`src/rtl/uart_hex_cmd_pkg.sv`:
```
// Shared definitions for the UART hex command parser.
// Holds the ASCII constants the decoder compares against and the parser FSM
// state encoding. No ports.
package uart_hex_cmd_pkg;

    localparam logic [7:0] CH_CR = 8'h0D;
    localparam logic [7:0] CH_LF = 8'h0A;
    localparam logic [7:0] CH_0  = 8'h30;
    localparam logic [7:0] CH_9  = 8'h39;
    localparam logic [7:0] CH_UA = 8'h41;  // 'A'
    localparam logic [7:0] CH_UF = 8'h46;  // 'F'
    localparam logic [7:0] CH_LA = 8'h61;  // 'a'
    localparam logic [7:0] CH_LF_HEX = 8'h66;  // 'f'

    localparam logic [1:0] ST_D0_ENC   = 2'd0;
    localparam logic [1:0] ST_D1_ENC   = 2'd1;
    localparam logic [1:0] ST_TERM_ENC = 2'd2;
    localparam logic [1:0] ST_ERR_ENC  = 2'd3;

    typedef enum logic [1:0] {
        StD0   = ST_D0_ENC,    // expecting high digit (or blank line)
        StD1   = ST_D1_ENC,    // expecting low digit
        StTerm = ST_TERM_ENC,  // expecting terminator
        StErr  = ST_ERR_ENC    // bad line, skipping to terminator
    } state_e;

endpackage

```
`src/rtl/uart_hex_cmd_if.sv`:
```
// FIFO-side handshake bundle for the hex command parser.
//   rx_empty, r_data : rx FIFO empty flag and first-word-fall-through head byte
//   rd_uart          : rx FIFO pop strobe
//   tx_full          : tx FIFO full flag
//   wr_uart, w_data  : tx FIFO push strobe and byte
// master = parser side, slave = FIFO side.
interface uart_hex_cmd_if;

    logic       rx_empty;
    logic [7:0] r_data;
    logic       rd_uart;
    logic       tx_full;
    logic       wr_uart;
    logic [7:0] w_data;

    modport master (
        input  rx_empty,
        input  r_data,
        input  tx_full,
        output rd_uart,
        output wr_uart,
        output w_data
    );

    modport slave (
        output rx_empty,
        output r_data,
        output tx_full,
        input  rd_uart,
        input  wr_uart,
        input  w_data
    );

endinterface

```
`src/rtl/hex_ascii_decode.sv`:
```
// Combinational ASCII character classifier.
//   ch      : input byte
//   is_hex  : ch is 0-9, A-F or a-f
//   is_term : ch is CR or LF
//   nibble  : hex value of ch (0 when not hex)
module hex_ascii_decode
    import uart_hex_cmd_pkg::*;
(
    input  logic [7:0] ch,
    output logic       is_hex,
    output logic       is_term,
    output logic [3:0] nibble
);

    logic is_digit;
    logic is_upper;
    logic is_lower;

    always_comb begin
        is_digit = (ch >= CH_0) && (ch <= CH_9);
        is_upper = (ch >= CH_UA) && (ch <= CH_UF);
        is_lower = (ch >= CH_LA) && (ch <= CH_LF_HEX);
        is_hex   = is_digit || is_upper || is_lower;
        is_term  = (ch == CH_CR) || (ch == CH_LF);
        nibble   = 4'd0;
        if (is_digit) begin
            nibble = ch[3:0];
        end else if (is_upper || is_lower) begin
            // Both letter ranges start at xx1 in the low nibble: 'A'/'a' -> 1 + 9 = 10.
            nibble = ch[3:0] + 4'd9;
        end
    end

endmodule

```
`src/rtl/uart_hex_cmd.sv`:
```
// ASCII hex command parser downstream of the uart rx FIFO.
// Pops one byte per cycle, optionally echoes it to the tx FIFO, and parses
// lines of exactly two hex digits plus CR/LF into an 8-bit command.
//   clk, reset : clock, synchronous active-high reset
//   bus        : rx/tx FIFO handshake (master side)
//   cmd_data   : last accepted command value
//   cmd_valid  : one-cycle pulse when cmd_data updates
//   err_tick   : one-cycle pulse per rejected line
//   err_cnt    : saturating count of rejected lines
module uart_hex_cmd
    import uart_hex_cmd_pkg::*;
#(
    parameter bit          ECHO  = 1'b1,
    parameter int unsigned ERR_W = 8
) (
    input  logic             clk,
    input  logic             reset,
    uart_hex_cmd_if.master   bus,
    output logic [7:0]       cmd_data,
    output logic             cmd_valid,
    output logic             err_tick,
    output logic [ERR_W-1:0] err_cnt
);

    localparam logic [ERR_W-1:0] CNT_MAX = '1;

    state_e           state_q, state_d;
    logic [3:0]       hi_q, hi_d;
    logic [3:0]       lo_q, lo_d;
    logic [7:0]       cmd_data_q;
    logic             cmd_valid_q;
    logic             err_tick_q;
    logic [ERR_W-1:0] err_cnt_q;

    logic             pop;
    logic             accept;
    logic             error;
    logic             is_hex;
    logic             is_term;
    logic [3:0]       nibble;

    hex_ascii_decode u_decode (
        .ch      (bus.r_data),
        .is_hex  (is_hex),
        .is_term (is_term),
        .nibble  (nibble)
    );

    // Pop and echo share one strobe so an echoed design never drops a byte.
    assign pop         = !reset && !bus.rx_empty && (!ECHO || !bus.tx_full);
    assign bus.rd_uart = pop;
    assign bus.wr_uart = pop && ECHO;
    assign bus.w_data  = bus.r_data;

    always_comb begin
        state_d = state_q;
        hi_d    = hi_q;
        lo_d    = lo_q;
        accept  = 1'b0;
        error   = 1'b0;
        if (pop) begin
            case (state_q)
                StD0: begin
                    if (is_hex) begin
                        hi_d    = nibble;
                        state_d = StD1;
                    end else if (!is_term) begin
                        state_d = StErr;
                    end
                end
                StD1: begin
                    if (is_hex) begin
                        lo_d    = nibble;
                        state_d = StTerm;
                    end else if (is_term) begin
                        error   = 1'b1;
                        state_d = StD0;
                    end else begin
                        state_d = StErr;
                    end
                end
                StTerm: begin
                    if (is_term) begin
                        accept  = 1'b1;
                        state_d = StD0;
                    end else begin
                        state_d = StErr;
                    end
                end
                StErr: begin
                    if (is_term) begin
                        error   = 1'b1;
                        state_d = StD0;
                    end
                end
                default: state_d = StD0;
            endcase
        end
    end

    always_ff @(posedge clk) begin
        if (reset) begin
            state_q     <= StD0;
            hi_q        <= 4'd0;
            lo_q        <= 4'd0;
            cmd_data_q  <= 8'h00;
            cmd_valid_q <= 1'b0;
            err_tick_q  <= 1'b0;
            err_cnt_q   <= '0;
        end else begin
            state_q     <= state_d;
            hi_q        <= hi_d;
            lo_q        <= lo_d;
            cmd_valid_q <= accept;
            err_tick_q  <= error;
            if (accept) begin
                cmd_data_q <= {hi_q, lo_q};
            end
            if (error && (err_cnt_q != CNT_MAX)) begin
                err_cnt_q <= err_cnt_q + ERR_W'(1);
            end
        end
    end

    assign cmd_data  = cmd_data_q;
    assign cmd_valid = cmd_valid_q;
    assign err_tick  = err_tick_q;
    assign err_cnt   = err_cnt_q;

endmodule

```
`src/flat_wrapper.sv`:
```
// flat-port wrapper written by rule: the top's interface ports become plain ports
module uart_hex_cmd_flat import uart_hex_cmd_pkg::*;
#(
    parameter bit          ECHO  = 1'b1,
    parameter int unsigned ERR_W = 8
)
  (clk, reset, cmd_data, cmd_valid, err_tick, err_cnt, bus_rx_empty, bus_r_data, bus_tx_full, bus_rd_uart, bus_wr_uart, bus_w_data);
  uart_hex_cmd_if bus_i ();
  input  logic clk;
  input  logic reset;
  output logic [7:0] cmd_data;
  output logic cmd_valid;
  output logic err_tick;
  output logic [ERR_W-1:0] err_cnt;
  input wire logic [$bits(bus_i.rx_empty)-1:0] bus_rx_empty;
  input wire logic [$bits(bus_i.r_data)-1:0] bus_r_data;
  input wire logic [$bits(bus_i.tx_full)-1:0] bus_tx_full;
  output wire logic [$bits(bus_i.rd_uart)-1:0] bus_rd_uart;
  output wire logic [$bits(bus_i.wr_uart)-1:0] bus_wr_uart;
  output wire logic [$bits(bus_i.w_data)-1:0] bus_w_data;
  assign bus_i.rx_empty = bus_rx_empty;
  assign bus_i.r_data = bus_r_data;
  assign bus_i.tx_full = bus_tx_full;
  assign bus_rd_uart = bus_i.rd_uart;
  assign bus_wr_uart = bus_i.wr_uart;
  assign bus_w_data = bus_i.w_data;
  uart_hex_cmd #(.ECHO(ECHO), .ERR_W(ERR_W)) u_core (.clk(clk), .reset(reset), .bus(bus_i), .cmd_data(cmd_data), .cmd_valid(cmd_valid), .err_tick(err_tick), .err_cnt(err_cnt));
endmodule
```
`config.mk`:
```
export PLATFORM = sky130hd
export DESIGN_NAME = uart_hex_cmd_flat
export DESIGN_NICKNAME = d
export VERILOG_FILES = /design/src/rtl/uart_hex_cmd_pkg.sv /design/src/rtl/uart_hex_cmd_if.sv /design/src/rtl/hex_ascii_decode.sv /design/src/rtl/uart_hex_cmd.sv /design/src/flat_wrapper.sv
export SDC_FILE = /design/constraint.sdc
export NUM_CORES = 1
export LEC_CHECK = 0
export ABC_AREA = 0
export CAP_MARGIN = 20
export CELL_PAD_IN_SITES_DETAIL_PLACEMENT = 0
export CELL_PAD_IN_SITES_GLOBAL_PLACEMENT = 1
export CORE_MARGIN = 3
export CORE_UTILIZATION = 39
export CTS_BUF_LIST = sky130_fd_sc_hd__clkbuf_8
export DETAILED_ROUTE_END_ITERATION = 10
export PLACE_DENSITY_LB_ADDON = 0.1
export SYNTH_ARGS = -nofsm -noshare
export SYNTH_HDL_FRONTEND = slang
export SYNTH_SLANG_ARGS = --single-unit
```
`constraint.sdc`:
```
create_clock -name clk -period 4.7 [get_ports clk]
set_input_delay 0.94 -clock clk [delete_from_list [all_inputs] [get_ports clk]]
set_output_delay 0.94 -clock clk [all_outputs]
set_load 0.01 [all_outputs]
```
==> out/results.ini <==
[outcome]
outcome=finished clean

[logic_synthesis]
syn-cell-area_sq_um=1431
synth_top_cells_by_count=dfxtp_1 (28), nand2_1 (21), mux2i_1 (18)
synth_area_leaders=dfxtp_1 (39%), mux2i_1 (13%), nand2_1 (5.5%)
ys_ff_latch=28
synth_top_cell_area_share_pct=39.16
synthFlopType=dfxtp_1
yosys.cell_count.top_type=dfxtp_1
ys_seq_area_share_pct=39.16
synthCells=158
synth_edf_count=0
syn-num-nets=175
netlist-cell-type-count=39
synth_top_cell_by_area=dfxtp_1
async_flop_share_pct=0
avgSynthCellArea_sq_um=9.059
yosys_warnings=0

[layout]
regArea_sq_um=560.5
drive_above_1_share_pct=5.291
layout.nets=207
area_delta_synth_final_pct=29.98
multiInputGateArea_sq_um=763.2
num_antenna_cells=0
fillers=332
post-route-util_pct=54.05

[global_routing]
grt_usage_pct=15.33
grt_max_degree=25
grt_pass1_vias=1251
grt_overflow=0
grt_pass1_wl_um=5416
antenna_found_initial=0

[timing]
timing.slew.headroom_pct=54.17
setup_violations=0
tightest_slew_ps=686.8
rsz0062_at_grt=false
setup_tns_ps=0
slew_violations=0
hold_viol_final=0
post-route-period-util_pct=73.65
fin_crit_ps=3462
fin_skew_ps=2.889
hold-worst-slack_ps=457.4
finalWorstSetupSlack_ps=1238
fmax_mhz=288.9

[worst_setup_path]
reg2reg_slack_ps=2590
critPathMaxFanout=14
critPathLaunchType=primary input
rr_endpoint=u_core.err_cnt[4]
reg2reg_depth=4
critPathRequiredTime_ps=3760
r2r_start=u_core.state_q[0]
cp_data_arrival_time_ps=2520
worst_setup_path_end_kind=output port
crit_type=in -> out

[power]
peakVddDrop_v=0.0001164
p_int_mw=0.3361
power.density_nw_per_um2=230.0
leakage_nw=0.6893
swShare_pct=21.47
p_clk_share_pct=33.5
total_power_mw=0.4280
share_comb_of_total_power_pct=10.6
p_switching_mw=0.09191
pwr-share-seq_pct=55.9

[cts]
cts_hold_buf=0
cts.repair.resized=0
clock_path_buffers=2
post-cts-setup-buffers=0
clock_sinks=28
clkTransAtPathRegs_ps=90
clk_latency_ps=260
cts_tree=built
cts-root-buf=clkbuf_8
htreeDepth=1
cts_inserted_buffers=3

[placed_design]
place_ws_ps=1239
place.port_buffers=39
gp_congestion=0.7608
hpwl_um=2330

[route]
drt_wl_total_um=3039
firstDrtPassIters=4
routedWlPerCell_um=12.93
via_per_inst=5.238
drcViolationCount=0
num_vias=1231
antenna_left=0
drt_iter0_drc=25

[floorplan]
rows=21
die_w_um=66.58
dieArea_sq_um=4433
initial_utilization_pct=41.58
die_h_um=66.58
design.portCount=40
coreArea_sq_um=3442

[min_path]
hold_path_end=u_core.cmd_data[4]
worstHoldStart=u_core.cmd_data[4]
hp-class=reg -> reg
hold_depth=2

[flow_run]
max_cap_viol_count=0

-- stage by stage --
stage	instance area [sq um]	instances
global route	1861	235
floorplan	1431	158
global placement	1805	231
CTS	1861	235
detailed placement	1805	231
finish	1861	235
-- logic make-up (layout without fill, tap and decap cells) --
family / after synthesis / count (layout) / synth area share, %
simple gates: 61 / 61 / 23.86
fa+ha+maj: 5 / 5 / 4.371
compound gates: 26 / 26 / 11.71
mux: 19 / 19 / 13.37
buf+inv: 19 / 50 / 7.517
flops: 28 / 28 / 39.16
-- power groups by stage --
stage | Combinational (mW) | Clock, mW | Sequential [mW]
floorplan | 0.0241 | 0 | 0.244
global placement | 0.0448 | 0 | 0.245
detailed placement | 0.0454 | 0 | 0.245
CTS | 0.0458 | 0.149 | 0.239
global route | 0.0507 | 0.158 | 0.239
finish | 0.0455 | 0.143 | 0.239
-- registers in the layout, indices dropped and copies added (netlist names) --
signal / cells
u_core.state_q: 2
u_core.cmd_valid: 1
u_core.hi_q: 4
u_core.cmd_data: 8
u_core.lo_q: 4
u_core.err_tick: 1
u_core.err_cnt: 8
-- worst max path at each step --
stage / startpoint / to / depth (start not counted)
after floorplan: bus_r_data[7] / u_core.err_cnt[2] / 5
after global placement: reset / bus_wr_uart / 5
after detailed placement: reset / bus_wr_uart / 5
after CTS: reset / bus_wr_uart / 5
after global routing: reset / bus_wr_uart / 5
final: reset / bus_wr_uart / 5
-- critical path, stage by stage --
cell and delay (ps):
clkdlybuf4s50_1 400, buf_4 180, nor3_1 260, buf_4 190, clkdlybuf4s50_1 540
-- per-layer routing --
metal | up-vias | global-route usage, % | part of all wire [%]
li1 | 630 | - | -
met1 | 561 | 20.41 | 49
met2 | 36 | 24.38 | 46
met3 | 4 | 2.867 | 4.1
met4 | 0 | 5.838 | 1.3
met5 | - | 0 | 0
-- cell type report --
class / count / area share, %
multi-input combinational: 111 / 41.02
sequential: 28 / 30.13
timing repair buffer: 41 / 21.79
tap: 46 / 3.093
clock buffer: 4 / 2.959
inverter: 5 / 1.009
-- cells in the final DEF (no fill, tap or decap), types with 2 or more instances in the layout --
cell type	netlist	routed
a211oi_1	2	2
a21oi_1	6	6
and3_1	3	3
buf_4	9	2
clkbuf_8	0	4
clkdlybuf4s50_1	0	39
dfxtp_1	28	28
ha_1	5	5
inv_1	5	5
mux2i_1	18	18
nand2_1	21	21
nand3_1	5	5
nand3b_1	2	2
nor2_1	6	6
nor2b_1	2	2
nor3_1	4	4
nor3b_1	2	2
nor4_1	4	4
nor4b_1	2	2
o211ai_1	2	2
o21ai_0	5	5
o31ai_1	3	3
or3_1	3	3
(Power assumes the default switching activity.)
